**src/rtl/timer_pkg.sv**
```systemverilog
// timer_pkg: shared state type and default widths for the countdown timer.
package timer_pkg;
  typedef enum logic {IDLE, RUN} timer_state_t;
  localparam int TIMER_N = 8;
  localparam int TIMER_PW = 4;
endpackage

```
**src/rtl/tick_gen.sv**
```systemverilog
// tick_gen: prescaler producing one tick every period+1 enabled cycles; period captured on start (clr & en).
module tick_gen
  import timer_pkg::*;
#(
  parameter int PW = TIMER_PW
) (
  input  logic          clk,
  input  logic          rst_n,
  input  logic          clr,
  input  logic          en,
  input  logic [PW-1:0] period,
  output logic          tick
);
  logic [PW-1:0] pc;
  logic [PW-1:0] pr;
  assign tick = en & ~clr & (pc == pr);
  always_ff @(posedge clk or negedge rst_n) begin
    if (!rst_n) begin
      pc <= '0;
      pr <= '0;
    end else begin
      if (clr & en) pr <= period;
      pc <= (clr | tick) ? '0 : en ? pc + 1'b1 : pc;
    end
  end
endmodule

```
**src/rtl/countdown_timer.sv**
```systemverilog
// countdown_timer: loadable down-counter with prescaler, expire pulse and optional auto-reload.
module countdown_timer
  import timer_pkg::*;
#(
  parameter int N = TIMER_N,
  parameter int PW = TIMER_PW
) (
  input  logic          clk,
  input  logic          rst_n,
  input  logic          load,
  input  logic          start,
  input  logic          stop,
  input  logic          reload_en,
  input  logic [PW-1:0] prescale,
  input  logic [N-1:0]  d,
  output logic [N-1:0]  q,
  output logic          busy,
  output logic          expire,
  output logic          zero
);
  timer_state_t state;
  logic [N-1:0] rld;
  logic run, stop_ok, start_ok, clr, en, tick;
  assign run = state == RUN;
  assign stop_ok = ~load & stop & run;
  assign start_ok = ~load & start & ~run & (q != '0);
  // prescaler restarts its phase on every load, stop and accepted start
  assign clr = load | stop_ok | start_ok;
  assign en = start_ok | (run & ~load & ~stop);
  assign zero = q == '0;
  tick_gen #(.PW(PW)) u_tick (
    .clk(clk), .rst_n(rst_n), .clr(clr), .en(en), .period(prescale), .tick(tick)
  );
  always_ff @(posedge clk or negedge rst_n) begin
    if (!rst_n) begin
      state <= IDLE;
      q <= '0;
      rld <= '0;
      busy <= 1'b0;
      expire <= 1'b0;
    end else begin
      expire <= 1'b0;
      if (load) begin
        q <= d;
        rld <= d;
        state <= IDLE;
        busy <= 1'b0;
      end else if (stop_ok) begin
        state <= IDLE;
        busy <= 1'b0;
      end else if (start && !run) begin
        if (q != '0) begin
          state <= RUN;
          busy <= 1'b1;
        end else begin
          expire <= 1'b1;
        end
      end else if (run && tick) begin
        if (q > N'(1)) begin
          q <= q - 1'b1;
        end else if (reload_en && rld != '0) begin
          q <= rld;
          expire <= 1'b1;
        end else begin
          q <= '0;
          expire <= 1'b1;
          state <= IDLE;
          busy <= 1'b0;
        end
      end
    end
  end
endmodule

```
**config.mk**
```make
export PLATFORM = sky130hd
export DESIGN_NAME = countdown_timer
export DESIGN_NICKNAME = d
export VERILOG_FILES = /design/src/rtl/timer_pkg.sv /design/src/rtl/tick_gen.sv /design/src/rtl/countdown_timer.sv
export SDC_FILE = /design/constraint.sdc
export NUM_CORES = 1
export LEC_CHECK = 0
export ABC_AREA = 0
export CAP_MARGIN = 25
export CELL_PAD_IN_SITES_DETAIL_PLACEMENT = 2
export CELL_PAD_IN_SITES_GLOBAL_PLACEMENT = 2
export CORE_MARGIN = 10
export CORE_UTILIZATION = 35
export CTS_BUF_LIST = sky130_fd_sc_hd__clkbuf_16
export DETAILED_ROUTE_END_ITERATION = 8
export DONT_BUFFER_PORTS = 1
export PLACE_DENSITY_LB_ADDON = 0.08
export RECOVER_POWER = 100
export SLEW_MARGIN = 30
export SYNTH_ARGS = -nofsm -noshare
export SYNTH_HDL_FRONTEND = slang
export SYNTH_SLANG_ARGS = --single-unit
```
**constraint.sdc**
```tcl
create_clock -name clk -period 2.4 [get_ports clk]
set_input_delay 0.48 -clock clk [delete_from_list [all_inputs] [get_ports clk]]
set_output_delay 0.48 -clock clk [all_outputs]
set_load 0.01 [all_outputs]
```
==> reports/results.tsv <==
stage	metric	value	unit
routing	drtIter0Drc	43	
sta	setup_violations	0	
die	io_pins	29	
cells_and_area	fin_util	42.1	%
pwr	ir_drop	0.295	mV
cells_and_area	nNetsFinal	178	
sta	max_freq	440	MHz
outcome	status	complete, no violations	
die	die_width	84.9	um
worst_setup_path	endpoint	q[5]	
sta	min_period	2.27	ns
clock_network	insertion_delay	0.26	ns
logic_synthesis	syn-instance-count	140	
sta	slew-limit-headroom	4.68	%
sta	finalClockSkew	0.00302	ns
clock_network	clockBufferDepth	2	
logic_synthesis	postSynthAreaPerCell	10.5	um2
worst_setup_path	cp_num_buf_inv	1	
sta	worstMarginPinSlew	1.43	ns
worst_setup_path	r2r_cells	7	
worst_setup_path	crit_cells	7	
routing	viasPerCell	5.86	
worst_setup_path	timing.rr.start	q[0]	
placement	placed_cells	201	
die	core	4030	um2
routing	drtPass1Iterations	2	
worst_setup_path	worst_setup_path_start_kind	flop	
placement	portBuffers	0	
logic_synthesis	yosys-top-cells-area	dfrtp_1 44%, mux2_2 8.4%, xor2_1 4.2%	
logic_synthesis	synth_top_area_share	44.2	%
placement	gp_congestion	0.783	
sta	fin_ws	0.129	ns
global_route	track_usage	12.5	%
worst_setup_path	path_delay_family	compound AO/OA/AOI/OAI gates	
pwr	power_density	672	nW/um2
cells_and_area	diodes	0	
die	fp.dieH	84.9	um
logic_synthesis	synthArstFlopShare	100	%
logic_synthesis	synth_edf_count	0	
logic_synthesis	ys_ff_latch	26	
clock_network	htreeDepth	1	
logic_synthesis	dominantRegCellSynth	dfrtp_1	
global_route	antenna_found_initial	0	
cells_and_area	design_area	1700	um2
placement	dp_hpwl	3380	um
logic_synthesis	ys_warn_count	0	
clock_network	cts_root_buffer	clkbuf_16	
clock_network	cts_sinks	26	
routing	postRouteAntennaNets	0	
logic_synthesis	ys_types	43	
global_route	gr-total-overflow	0	
routing	drc	0	
die	rows	23	
cells_and_area	final_cells	206	
placement	post_dp_cell_area	1640	um2
global_route	grt_pass1_wl	7330	um
worst_setup_path	cp-end-kind	flop	
pwr	leakage	0.683	nW
job	cap_violations	0	
worst_setup_path	startpoint	q[0]	
worst_setup_path	crit_slowest_cell	or3b_2	
routing	post_drt_wl_per_cell	21.6	um
global_route	grt_pass1_vias	1380	
logic_synthesis	synth_area	1470	um2
cells_and_area	areaGrowthSynthToFinish	15.2	%
clock_network	cts_tree	yes	
placement	pre_cts_ws	0.105	ns
worst_hold_path	worstHoldPathType	in -> reg	
die	die-area	7200	um2
worst_setup_path	critical_path.cell_chain	inv_1 -> ha_1 -> or3b_2 -> o21ai_0 -> a21boi_1 -> a21oi_4 -> a221o_1	
sta	hold_viol_final	0	
worst_setup_path	worstSetupPathType	reg -> reg	
clock_network	numCtsBuffers	3	
global_route	grt_max_degree	27	
logic_synthesis	yosysSeqAreaShare	44.2	%
worst_setup_path	critical-path-max-stage-delay	0.53	ns
logic_synthesis	syn_nets	161	
clock_network	path_clk_slew	0.07	ns
worst_setup_path	cp_max_fo	7	
cells_and_area	final_layout_size_suffix_gt1_share	19.2	%
worst_hold_path	hold_depth	1	
worst_setup_path	required	2.60	ns
worst_setup_path	ff2ff_setup_slack	0.13	ns
routing	vias	1207	
clock_network	postCtsSetupBuffers	0	
sta	slew_viol_final	0	
worst_setup_path	rr_endpoint	q[5]	
sta	fin_tns_setup	0	ns
routing	drt-total-wl	4450	um
worst_setup_path	crit_arrival	2.47	ns
logic_synthesis	synth_top_area_cell	dfrtp_1	
die	initial_core_util	36.6	%
sta	min_period_over_period	94.6	%
==> worst min-delay path by stage <==
stage,from,slack [ns],end
global placement,rst_n,0.19,rld[7]
finish,load,0.33,q[0]
floorplan,rst_n,0.18,expire
detailed placement,rst_n,0.19,rld[7]
CTS,rst_n,0.03,q[4]
global route,load,0.33,q[0]
==> placed cells by master, fill, tap and decap left out, drive strengths merged, types with 2 or more instances in the layout <==
master / netlist / routed
dfrtp: 26 / 26
clkbuf: 3 / 14
mux2: 11 / 11
o21ai: 10 / 10
buf: 5 / 9
nor2: 8 / 8
xor2: 7 / 7
a21oi: 7 / 7
a221o: 6 / 6
inv: 5 / 5
and2: 4 / 4
nand2: 4 / 4
nor4: 4 / 4
or4: 3 / 3
nand3: 3 / 3
nor3: 3 / 3
ha: 3 / 3
nor3b: 2 / 2
o21a: 2 / 2
a22o: 2 / 2
mux2i: 2 / 2
o31a: 2 / 2
a31oi: 2 / 2
o31ai: 2 / 2
==> Yosys cell counts, drive strengths merged, types with 2 or more instances <==
| cell type | instances |
|---|---|
| xor2 | 7 |
| clkbuf | 3 |
| nand2 | 4 |
| nor4 | 4 |
| a21oi | 7 |
| or4 | 3 |
| buf | 5 |
| and2 | 4 |
| a31oi | 2 |
| o21a | 2 |
| inv | 5 |
| nor2 | 8 |
| nor3b | 2 |
| dfrtp | 26 |
| o21ai | 10 |
| mux2i | 2 |
| o31ai | 2 |
| nand3 | 3 |
| a221o | 6 |
| o31a | 2 |
| mux2 | 11 |
| nor3 | 3 |
| a22o | 2 |
| ha | 3 |
==> flip-flops by register name, indices dropped and copies added (netlist names) <==
name,flops
expire,1
q,8
rld,8
run,1
u_tick.pc,4
u_tick.pr,4
==> per-stage QoR <==
| stage | hold slack [ns] | power, mW |
|---|---|---|
| final | 0.333 | 1.14 |
| after detailed placement | 0.185 | 0.778 |
| after CTS | 0.0347 | 1.17 |
| after global routing | 0.327 | 1.22 |
| after floorplan | 0.184 | 0.691 |
| after global placement | 0.185 | 0.766 |
==> power by group <==
group / internal (mW) / switching [mW] / total (mW)
logic: 0.107 / 0.130 / 0.237
registers: 0.484 / 0.0425 / 0.526
clock network: 0.223 / 0.153 / 0.376
==> logic make-up (layout without fill, tap and decap cells) <==
| kind of cell | Yosys count | count (layout) | synth area share [%] |
|---|---|---|---|
| xor+xnor | 8 | 8 | 4.76 |
| flops | 26 | 26 | 44.2 |
| compound gates | 41 | 41 | 21.2 |
| fa+ha+maj | 3 | 3 | 2.55 |
| buf+inv | 13 | 29 | 3.57 |
| simple gates | 36 | 36 | 14.0 |
| mux | 13 | 13 | 9.77 |
==> worst reg2reg max path, stage by stage, from the launching register on <==
cell,delay (ns)
dfrtp_1,0.39
inv_1,0.10
ha_1,0.17
or3b_2,0.53
o21ai_0,0.29
a21boi_1,0.20
a21oi_4,0.33
a221o_1,0.21
==> layer usage <==
metal	part of all wire, %	track usage [%]	up-vias
li1	-	-	560
met1	39	13.1	620
met2	54	22.6	20
met3	5.4	4.21	7
met4	1.7	4.19	0
met5	0	0	-
==> timing repair <==
action,4_1_cts,5_1_grt
setup endpoints to repair,0,7
resized for setup,0,2
hold buffers,1,0
hold endpoints to repair,26,0
==> final cells by class <==
cell class / instances / area [um2]
Multi-Input combinational cell: 101 / 777
Inverter: 5 / 18.8
Timing Repair Buffer: 20 / 109
Sequential cell: 26 / 651
Tap cell: 50 / 62.6
Fill cell: 441 / 2330
Clock buffer: 3 / 75.1
Clock inverter: 1 / 3.75
No activity file was read; power rests on OpenSTA's default activity.
